`src/rtl/cpu_pkg.sv`:
```
`default_nettype none
// ============================================================================
//  Module      : cpu_pkg
//  Description : Shared ISA constants and the ID/EX pipeline word for the
//                five-stage MIPS-style pipeline.
//  Revision    : 1.0 - initial release
// ============================================================================
package cpu_pkg;

   localparam int DATA_W = 32;
   localparam int REG_W  = 5;

   // Primary opcodes (instr[31:26])
   localparam logic [5:0] OP_RTYPE = 6'h00;
   localparam logic [5:0] OP_J     = 6'h02;
   localparam logic [5:0] OP_JAL   = 6'h03;
   localparam logic [5:0] OP_BEQ   = 6'h04;
   localparam logic [5:0] OP_BNE   = 6'h05;
   localparam logic [5:0] OP_ADDI  = 6'h08;
   localparam logic [5:0] OP_ANDI  = 6'h0C;
   localparam logic [5:0] OP_ORI   = 6'h0D;
   localparam logic [5:0] OP_XORI  = 6'h0E;
   localparam logic [5:0] OP_LUI   = 6'h0F;
   localparam logic [5:0] OP_LW    = 6'h23;
   localparam logic [5:0] OP_SW    = 6'h2B;

   // R-type function codes (instr[5:0])
   localparam logic [5:0] FN_JR    = 6'h08;

   // Link register written by JAL
   localparam logic [REG_W-1:0] REG_RA = 5'd31;

   // Registered word handed from decode to execute
   typedef struct packed {
      logic              valid;
      logic [DATA_W-1:0] pc;
      logic [5:0]        opcode;
      logic [5:0]        funct;
      logic [DATA_W-1:0] opA;
      logic [DATA_W-1:0] opB;
      logic [DATA_W-1:0] imm;
      logic              wr_en;
      logic [REG_W-1:0]  wr_addr;
      logic              is_load;
   } idex_word_t;

   // I-type ALU opcodes occupy 0x08..0x0F
   function automatic logic is_itype_alu(input logic [5:0] op);
      return (op[5:3] == 3'b001);
   endfunction

endpackage : cpu_pkg
`default_nettype wire

```
`src/rtl/id_operand_stage_fwd_mux.sv`:
```
`default_nettype none
// ============================================================================
//  Module      : fwd_mux
//  Description : Resolves one source operand from the register file or the
//                EX / MEM / WB bypass paths; nearest producer wins.
//  Revision    : 1.0 - initial release
// ============================================================================
module fwd_mux
   import cpu_pkg::*;
(
   input  logic [REG_W-1:0]  addr,
   input  logic [DATA_W-1:0] rf_data,
   input  logic              ex_en,
   input  logic [REG_W-1:0]  ex_addr,
   input  logic [DATA_W-1:0] ex_data,
   input  logic              mem_en,
   input  logic [REG_W-1:0]  mem_addr,
   input  logic [DATA_W-1:0] mem_data,
   input  logic              wb_en,
   input  logic [REG_W-1:0]  wb_addr,
   input  logic [DATA_W-1:0] wb_data,
   output logic [DATA_W-1:0] operand
);

   // Priority select: r0 is hardwired zero, then youngest in-flight producer first
   always_comb begin
      operand = rf_data;
      if (addr == '0)
         operand = '0;
      else if (ex_en && (ex_addr == addr))
         operand = ex_data;
      else if (mem_en && (mem_addr == addr))
         operand = mem_data;
      else if (wb_en && (wb_addr == addr))
         operand = wb_data;  // also covers the register file write landing this cycle
   end

endmodule : fwd_mux
`default_nettype wire

```
`src/rtl/id_operand_stage.sv`:
```
`default_nettype none
// ============================================================================
//  Module      : id_operand_stage
//  Description : Decode / operand-fetch stage. Drives the register file read
//                ports, forwards from EX/MEM/WB, inserts load-use bubbles and
//                registers the ID/EX pipeline word.
//  Revision    : 1.0 - initial release
// ============================================================================
module id_operand_stage
   import cpu_pkg::*;
(
   input  logic              clk,
   input  logic              nrst,
   input  logic              if_valid,
   input  logic [31:0]       if_instr,
   input  logic [31:0]       if_pc,
   output logic              id_stall,
   output logic [4:0]        rf_rd_addrA,
   output logic [4:0]        rf_rd_addrB,
   input  logic [31:0]       rf_rd_dataA,
   input  logic [31:0]       rf_rd_dataB,
   input  logic              ex_wr_en,
   input  logic              ex_is_load,
   input  logic [4:0]        ex_wr_addr,
   input  logic [31:0]       ex_fwd_data,
   input  logic              mem_wr_en,
   input  logic [4:0]        mem_wr_addr,
   input  logic [31:0]       mem_wr_data,
   input  logic              wb_wr_en,
   input  logic [4:0]        wb_wr_addr,
   input  logic [31:0]       wb_wr_data,
   input  logic              ex_hold,
   input  logic              flush,
   output logic              idex_valid,
   output logic [31:0]       idex_pc,
   output logic [5:0]        idex_opcode,
   output logic [5:0]        idex_funct,
   output logic [31:0]       idex_opA,
   output logic [31:0]       idex_opB,
   output logic [31:0]       idex_imm,
   output logic              idex_wr_en,
   output logic [4:0]        idex_wr_addr,
   output logic              idex_is_load
);

   // Instruction fields
   logic [5:0]        w_opcode;
   logic [5:0]        w_funct;
   logic [REG_W-1:0]  w_rs;
   logic [REG_W-1:0]  w_rt;
   logic [REG_W-1:0]  w_rd;
   logic [15:0]       w_imm16;

   assign w_opcode = if_instr[31:26];
   assign w_rs     = if_instr[25:21];
   assign w_rt     = if_instr[20:16];
   assign w_rd     = if_instr[15:11];
   assign w_funct  = if_instr[5:0];
   assign w_imm16  = if_instr[15:0];

   assign rf_rd_addrA = w_rs;
   assign rf_rd_addrB = w_rt;

   logic              w_use_rs;
   logic              w_use_rt;
   logic              w_dec_wr_en;
   logic [REG_W-1:0]  w_dec_wr_addr;
   logic [DATA_W-1:0] w_dec_imm;
   logic              w_ex_fwd_en;
   logic              w_load_use;
   logic [DATA_W-1:0] w_opA;
   logic [DATA_W-1:0] w_opB;
   idex_word_t        w_dec;
   idex_word_t        r_idex;

   // Which source registers the instruction actually reads
   always_comb begin
      w_use_rs = !((w_opcode == OP_LUI) || (w_opcode == OP_J) || (w_opcode == OP_JAL));
      w_use_rt = (w_opcode == OP_RTYPE) || (w_opcode == OP_SW) ||
                 (w_opcode == OP_BEQ)   || (w_opcode == OP_BNE);
   end

   // Destination register; address forced to 0 when nothing is written
   always_comb begin
      w_dec_wr_en   = 1'b0;
      w_dec_wr_addr = '0;
      if (w_opcode == OP_RTYPE) begin
         w_dec_wr_en   = (w_funct != FN_JR) && (if_instr != 32'h0);
         w_dec_wr_addr = w_rd;
      end else if (is_itype_alu(w_opcode) || (w_opcode == OP_LW)) begin
         w_dec_wr_en   = 1'b1;
         w_dec_wr_addr = w_rt;
      end else if (w_opcode == OP_JAL) begin
         w_dec_wr_en   = 1'b1;
         w_dec_wr_addr = REG_RA;
      end
      if (!w_dec_wr_en)
         w_dec_wr_addr = '0;
   end

   // Immediate: logical ops zero-extend, LUI shifts up, everything else sign-extends
   always_comb begin
      w_dec_imm = {{16{w_imm16[15]}}, w_imm16};
      if ((w_opcode == OP_ANDI) || (w_opcode == OP_ORI) || (w_opcode == OP_XORI))
         w_dec_imm = {16'h0, w_imm16};
      else if (w_opcode == OP_LUI)
         w_dec_imm = {w_imm16, 16'h0};
   end

   // A load's data is not available in EX, so it never feeds the bypass
   assign w_ex_fwd_en = ex_wr_en && !ex_is_load;

   fwd_mux u_fwd_rs (
      .addr     (w_rs),
      .rf_data  (rf_rd_dataA),
      .ex_en    (w_ex_fwd_en),
      .ex_addr  (ex_wr_addr),
      .ex_data  (ex_fwd_data),
      .mem_en   (mem_wr_en),
      .mem_addr (mem_wr_addr),
      .mem_data (mem_wr_data),
      .wb_en    (wb_wr_en),
      .wb_addr  (wb_wr_addr),
      .wb_data  (wb_wr_data),
      .operand  (w_opA)
   );

   fwd_mux u_fwd_rt (
      .addr     (w_rt),
      .rf_data  (rf_rd_dataB),
      .ex_en    (w_ex_fwd_en),
      .ex_addr  (ex_wr_addr),
      .ex_data  (ex_fwd_data),
      .mem_en   (mem_wr_en),
      .mem_addr (mem_wr_addr),
      .mem_data (mem_wr_data),
      .wb_en    (wb_wr_en),
      .wb_addr  (wb_wr_addr),
      .wb_data  (wb_wr_data),
      .operand  (w_opB)
   );

   // Load-use hazard: the consumer needs a value that is still being loaded
   always_comb begin
      w_load_use = if_valid && ex_wr_en && ex_is_load && (ex_wr_addr != '0) &&
                   ((w_use_rs && (w_rs == ex_wr_addr)) ||
                    (w_use_rt && (w_rt == ex_wr_addr)));
      id_stall   = !flush && (ex_hold || w_load_use);
   end

   // Assemble the decoded ID/EX word for the instruction currently in ID
   always_comb begin
      w_dec         = '0;
      w_dec.valid   = if_valid;
      w_dec.pc      = if_pc;
      w_dec.opcode  = w_opcode;
      w_dec.funct   = w_funct;
      w_dec.opA     = w_opA;
      w_dec.opB     = w_opB;
      w_dec.imm     = w_dec_imm;
      w_dec.wr_en   = w_dec_wr_en && if_valid;
      w_dec.wr_addr = w_dec_wr_addr;
      w_dec.is_load = (w_opcode == OP_LW) && if_valid;
   end

   // ID/EX register: reset, flush, hold, bubble, then normal advance
   always_ff @(posedge clk) begin
      if (!nrst) begin
         r_idex <= '0;
      end else if (flush) begin
         r_idex <= '0;
      end else if (ex_hold) begin
         r_idex <= r_idex;
      end else if (w_load_use) begin
         r_idex         <= w_dec;
         r_idex.valid   <= 1'b0;
         r_idex.wr_en   <= 1'b0;
         r_idex.is_load <= 1'b0;
      end else begin
         r_idex <= w_dec;
      end
   end

   assign idex_valid   = r_idex.valid;
   assign idex_pc      = r_idex.pc;
   assign idex_opcode  = r_idex.opcode;
   assign idex_funct   = r_idex.funct;
   assign idex_opA     = r_idex.opA;
   assign idex_opB     = r_idex.opB;
   assign idex_imm     = r_idex.imm;
   assign idex_wr_en   = r_idex.wr_en;
   assign idex_wr_addr = r_idex.wr_addr;
   assign idex_is_load = r_idex.is_load;

endmodule : id_operand_stage
`default_nettype wire

```
`config.mk`:
```
export PLATFORM = sky130hd
export DESIGN_NAME = id_operand_stage
export DESIGN_NICKNAME = d
export VERILOG_FILES = /design/src/rtl/cpu_pkg.sv /design/src/rtl/id_operand_stage_fwd_mux.sv /design/src/rtl/id_operand_stage.sv
export SDC_FILE = /design/constraint.sdc
export NUM_CORES = 1
export LEC_CHECK = 0
export ABC_CLOCK_PERIOD_IN_PS = 2700
export CORE_AREA = 2 2 157 159
export DETAILED_ROUTE_END_ITERATION = 10
export DIE_AREA = 0 0 159 161
export PLACE_DENSITY = 0.68
export SLEW_MARGIN = 40
export SYNTH_ARGS = -nofsm -noshare
export SYNTH_HDL_FRONTEND = slang
export SYNTH_SLANG_ARGS = --single-unit
```
`constraint.sdc`:
```
create_clock -name clk -period 2.7 [get_ports clk]
set_clock_uncertainty 0.1 [all_clocks]
set_input_delay 0.54 -clock clk [delete_from_list [all_inputs] [get_ports clk]]
set_output_delay 0.54 -clock clk [all_outputs]
set_load 0.02 [all_outputs]
```
==> tab_implementation.tex <==
\begin{tabular}{lr}
\hline
Metric & Value \\
\hline
\multicolumn{2}{l}{\textbf{Status}} \\
\quad Run status & finished clean \\
\multicolumn{2}{l}{\textbf{Timing}} \\
\quad Portion of the clock cycle consumed by the worst path in the final layout & 96.6\% \\
\quad Period minus WS final & 2.61 ns \\
\quad Number of endpoints with negative hold slack in the final report & 0 \\
\quad Max-Slew Margin vs Limit & 63.3\% \\
\quad Final total negative setup slack & 0 ns \\
\quad Final Hold Slack & 0.360 ns \\
\quad Peak Freq & 383 MHz \\
\quad Tightest Pin Transition & 0.550 ns \\
\quad Unrepaired setup endpoints after global routing & false \\
\quad Endpoints failing setup & 0 \\
\quad Max Slew Vio Count & 0 \\
\multicolumn{2}{l}{\textbf{Synth}} \\
\quad Number of enable flip-flop cells after synthesis & 0 \\
\quad Flip-flop and latch count after synthesis & roughly 150 \\
\quad Dominant synthesized flop cell & dfxtp\_1 \\
\quad Synthesized instance count & $\sim$960 \\
\quad Async SR Flop Fraction & 0\% \\
\quad Sequential share of the synthesized area & 36.7\% \\
\quad Synth Warn \# & 0 \\
\quad Post-Syn Nets & 1,205 \\
\quad Number of distinct library cell variants in the gate-level netlist after synthesis & 57 \\
\quad Mapped Area & 8080 um\^{}2 \\
\quad Mean cell area of the mapped netlist & between 8 and 9 um\^{}2 \\
\multicolumn{2}{l}{\textbf{Worst setup path}} \\
\quad Required arrival time at the worst endpoint & 2.06 ns \\
\quad Element type at the critical path start & input port \\
\quad Crit. End Element & output port \\
\quad WP data arrival & 1.97 ns \\
\quad CP max FO & 3 \\
\quad Setup CP Type & in -> out \\
\quad Length in cells of the worst reg-to-reg path & 2 \\
\multicolumn{2}{l}{\textbf{Power and ir drop}} \\
\quad Overall power consumption & 6100 uW \\
\quad Power Dens Cells & around 440 nW/um\^{}2 \\
\quad Leakage & 0.00502 uW \\
\quad Worst ir drop on vdd & 0.000354 V \\
\multicolumn{2}{l}{\textbf{Floorplan}} \\
\quad Floorplan row count & 57 \\
\quad Core Box Area & roughly 24,000 um\^{}2 \\
\quad I/O pin total & 407 \\
\quad Initial standard-cell utilization of the core & around a third \\
\quad Die span in x & 159 um \\
\quad Vertical die dimension & 161 um \\
\quad Die area & $\sim$26,000 um\^{}2 \\
\multicolumn{2}{l}{\textbf{Final layout}} \\
\quad Share of final-layout standard cells stronger than drive strength 1 & about an eighth \\
\quad Post-route non-filler standard cell count & 1,731 \\
\quad Post-Route Utilization & 57.8\% \\
\quad Fin nets & 1,636 \\
\quad Area growth from synthesis to layout & 71.3\% \\
\multicolumn{2}{l}{\textbf{Placement}} \\
\quad I/O Buffers & 406 \\
\quad GP Congestion & 0.873 \\
\quad DP Cell Count & 1,683 \\
\quad HPWL after detailed placement & 26,600 um \\
\multicolumn{2}{l}{\textbf{CTS}} \\
\quad Clock tree root buffer cell & clkbuf\_16 \\
\quad H-tree levels & 4 \\
\quad Clock latency on the worst-skew pair & 0.42 ns \\
\quad TritonCTS clock tree & yes \\
\quad Clock sinks & 148 \\
\quad Maximum clock path buffer count & 2 \\
\quad Clock transition at the registers of the reported paths & 0.07 ns \\
\quad Number of buffers added by the clock tree synthesis step & 17 \\
\multicolumn{2}{l}{\textbf{Detailed routing}} \\
\quad Wire per inst & $\sim$21 um \\
\quad Number of remaining DRC errors & 0 \\
\quad Detail Route Antenna Nets & 0 \\
\quad Via count & just under 10,000 \\
\quad First-pass iteration count of the detailed router & 5 \\
\quad Count of routing violations after the opening detailed-route iteration & between 700 and 800 \\
\quad Via-to-Cell Ratio & 5.59 \\
\quad DRT Wirelength & 36,400 um \\
\multicolumn{2}{l}{\textbf{GRT}} \\
\quad Initial antenna violation count & 7 \\
\quad Gr usage total & 27.5\% \\
\quad Vias in the first global route & $\sim$10,000 \\
\quad Largest net degree at the start of global routing & 91 \\
\quad First-pass GRT wire length & 55,500 um \\
\quad Remaining Overflow, GRT & 0 \\
\multicolumn{2}{l}{\textbf{Flow run}} \\
\quad Max cap viols & 0 \\
\multicolumn{2}{l}{\textbf{Min path}} \\
\quad Worst hold path class & reg -> reg \\
\quad Depth of the worst hold-timing path & 1 \\
\hline
\end{tabular}
## layout by cell type (no fill, tap or decap), types with 3 or more instances in the layout
| cell type | count |
|---|---|
| nor4_4 | 5 |
| nor4_1 | 3 |
| dlygate4sd2_1 | 10 |
| dlymetal6s2s_1 | 5 |
| a21oi_1 | 26 |
| xor2_1 | 12 |
| mux2i_1 | 39 |
| clkdlybuf4s50_1 | 386 |
| or4_4 | 4 |
| a21boi_0 | 31 |
| nand3_1 | 43 |
| buf_4 | 96 |
| o21ai_0 | 37 |
| clkinv_8 | 4 |
| nor2b_1 | 7 |
| nand2b_1 | 32 |
| nand3_2 | 3 |
| a21o_1 | 11 |
| a211oi_1 | 31 |
| clkbuf_16 | 17 |
| o2bb2ai_1 | 4 |
| o21ai_1 | 64 |
| o211ai_1 | 6 |
| diode_2 | 6 |
| inv_8 | 3 |
| xnor2_1 | 18 |
| nor2_1 | 74 |
| inv_6 | 5 |
| dfxtp_1 | 148 |
| inv_1 | 3 |
| a22oi_1 | 81 |
| o221ai_1 | 63 |
| and2_1 | 5 |
| and3_1 | 34 |
| buf_12 | 17 |
| nand2_1 | 26 |
## path summary, 6_finish.rpt
| kind | endpoint | slack, ns | startpoint |
|---|---|---|---|
| worst max-delay path | id_stall | 0.09 | ex_wr_addr[4] |
| worst min-delay path | idex_valid | 0.36 | idex_valid |
| worst max register to register | idex_opB[31] | 1.81 | idex_opB[31] |
| worst min register to register | idex_valid | 0.36 | idex_valid |
## sequential cells by signal, summed over array words and instances, names as in the netlist
signal and cells:
idex_opA 32, idex_valid 1, idex_wr_addr 5, idex_imm 32, idex_is_load 1, idex_funct 6, idex_opcode 6, idex_pc 32
idex_opB 32, idex_wr_en 1
## synth_stat cells, drive strengths merged, types with 33 or more instances
cell type | instances | area, um^2
mux2i | 39 | 390
and3 | 35 | 219
o21ai | 103 | 515
dfxtp | 148 | 2960
nor2 | 79 | 320
a22oi | 81 | 608
o221ai | 63 | 552
buf | 33 | 200
nand3 | 46 | 230
nand2b | 33 | 206
clkbuf | 73 | 274
## through the flow
| step | setup WS (ns) | area, um^2 |
|---|---|---|
| after floorplan | 0.269 | 8080 |
| after global placement | -0.669 | 13100 |
| after detailed placement | -0.691 | 13100 |
| after CTS | 0.0164 | 13800 |
| after global routing | 0.000344 | 13800 |
| final | 0.0920 | 13800 |
## critical path, stage by stage
cell and delay [ns]:
clkdlybuf4s15_2 0.20, or4_4 0.52, o21ai_4 0.19, nor4_4 0.07, a31oi_1 0.15, a21oi_1 0.11
buf_4 0.17
## cell families after synthesis
family          share of synthesized area [%]
simple gates                             17.4
buf+inv                                  6.05
mux                                      4.83
xor+xnor                                 3.25
flops                                    36.7
compound gates                           31.8
## final cells by class
type,count,area (um^2)
clock buffer,18,429
timing repair buffer,518,5110
clock inverter,14,159
fill,2225,10100
tap,324,405
sequential,148,2960
multi-input combinational,699,4740
inverter,4,15.0
antenna,6,15.0
## report_power, final
group	switching, uW	leakage [uW]	internal (uW)
Sequential	41.9	0.00121	2260
Combinational	650	0.00353	741
Clock	1160	0.000283	1240
Total	1850	0.00502	4240
## layer usage
metal / up-vias / wire [um] / track usage, %
li1: 4470 / - / -
met1: 4599 / 13900 / 31.6
met2: 549 / 17700 / 47.3
met3: 63 / 3810 / 8.99
met4: 0 / 1060 / 11.7
met5: - / 0 / 0
## what timing repair did
item                                    in CTS  in global routing
pin swaps                                   11                 10
setup buffers                                9                  1
hold buffers                                 0                  0
endpoints found under the setup margin       1                  2
resized for setup                           32                 11
No activity file was read; power rests on OpenSTA's default activity.
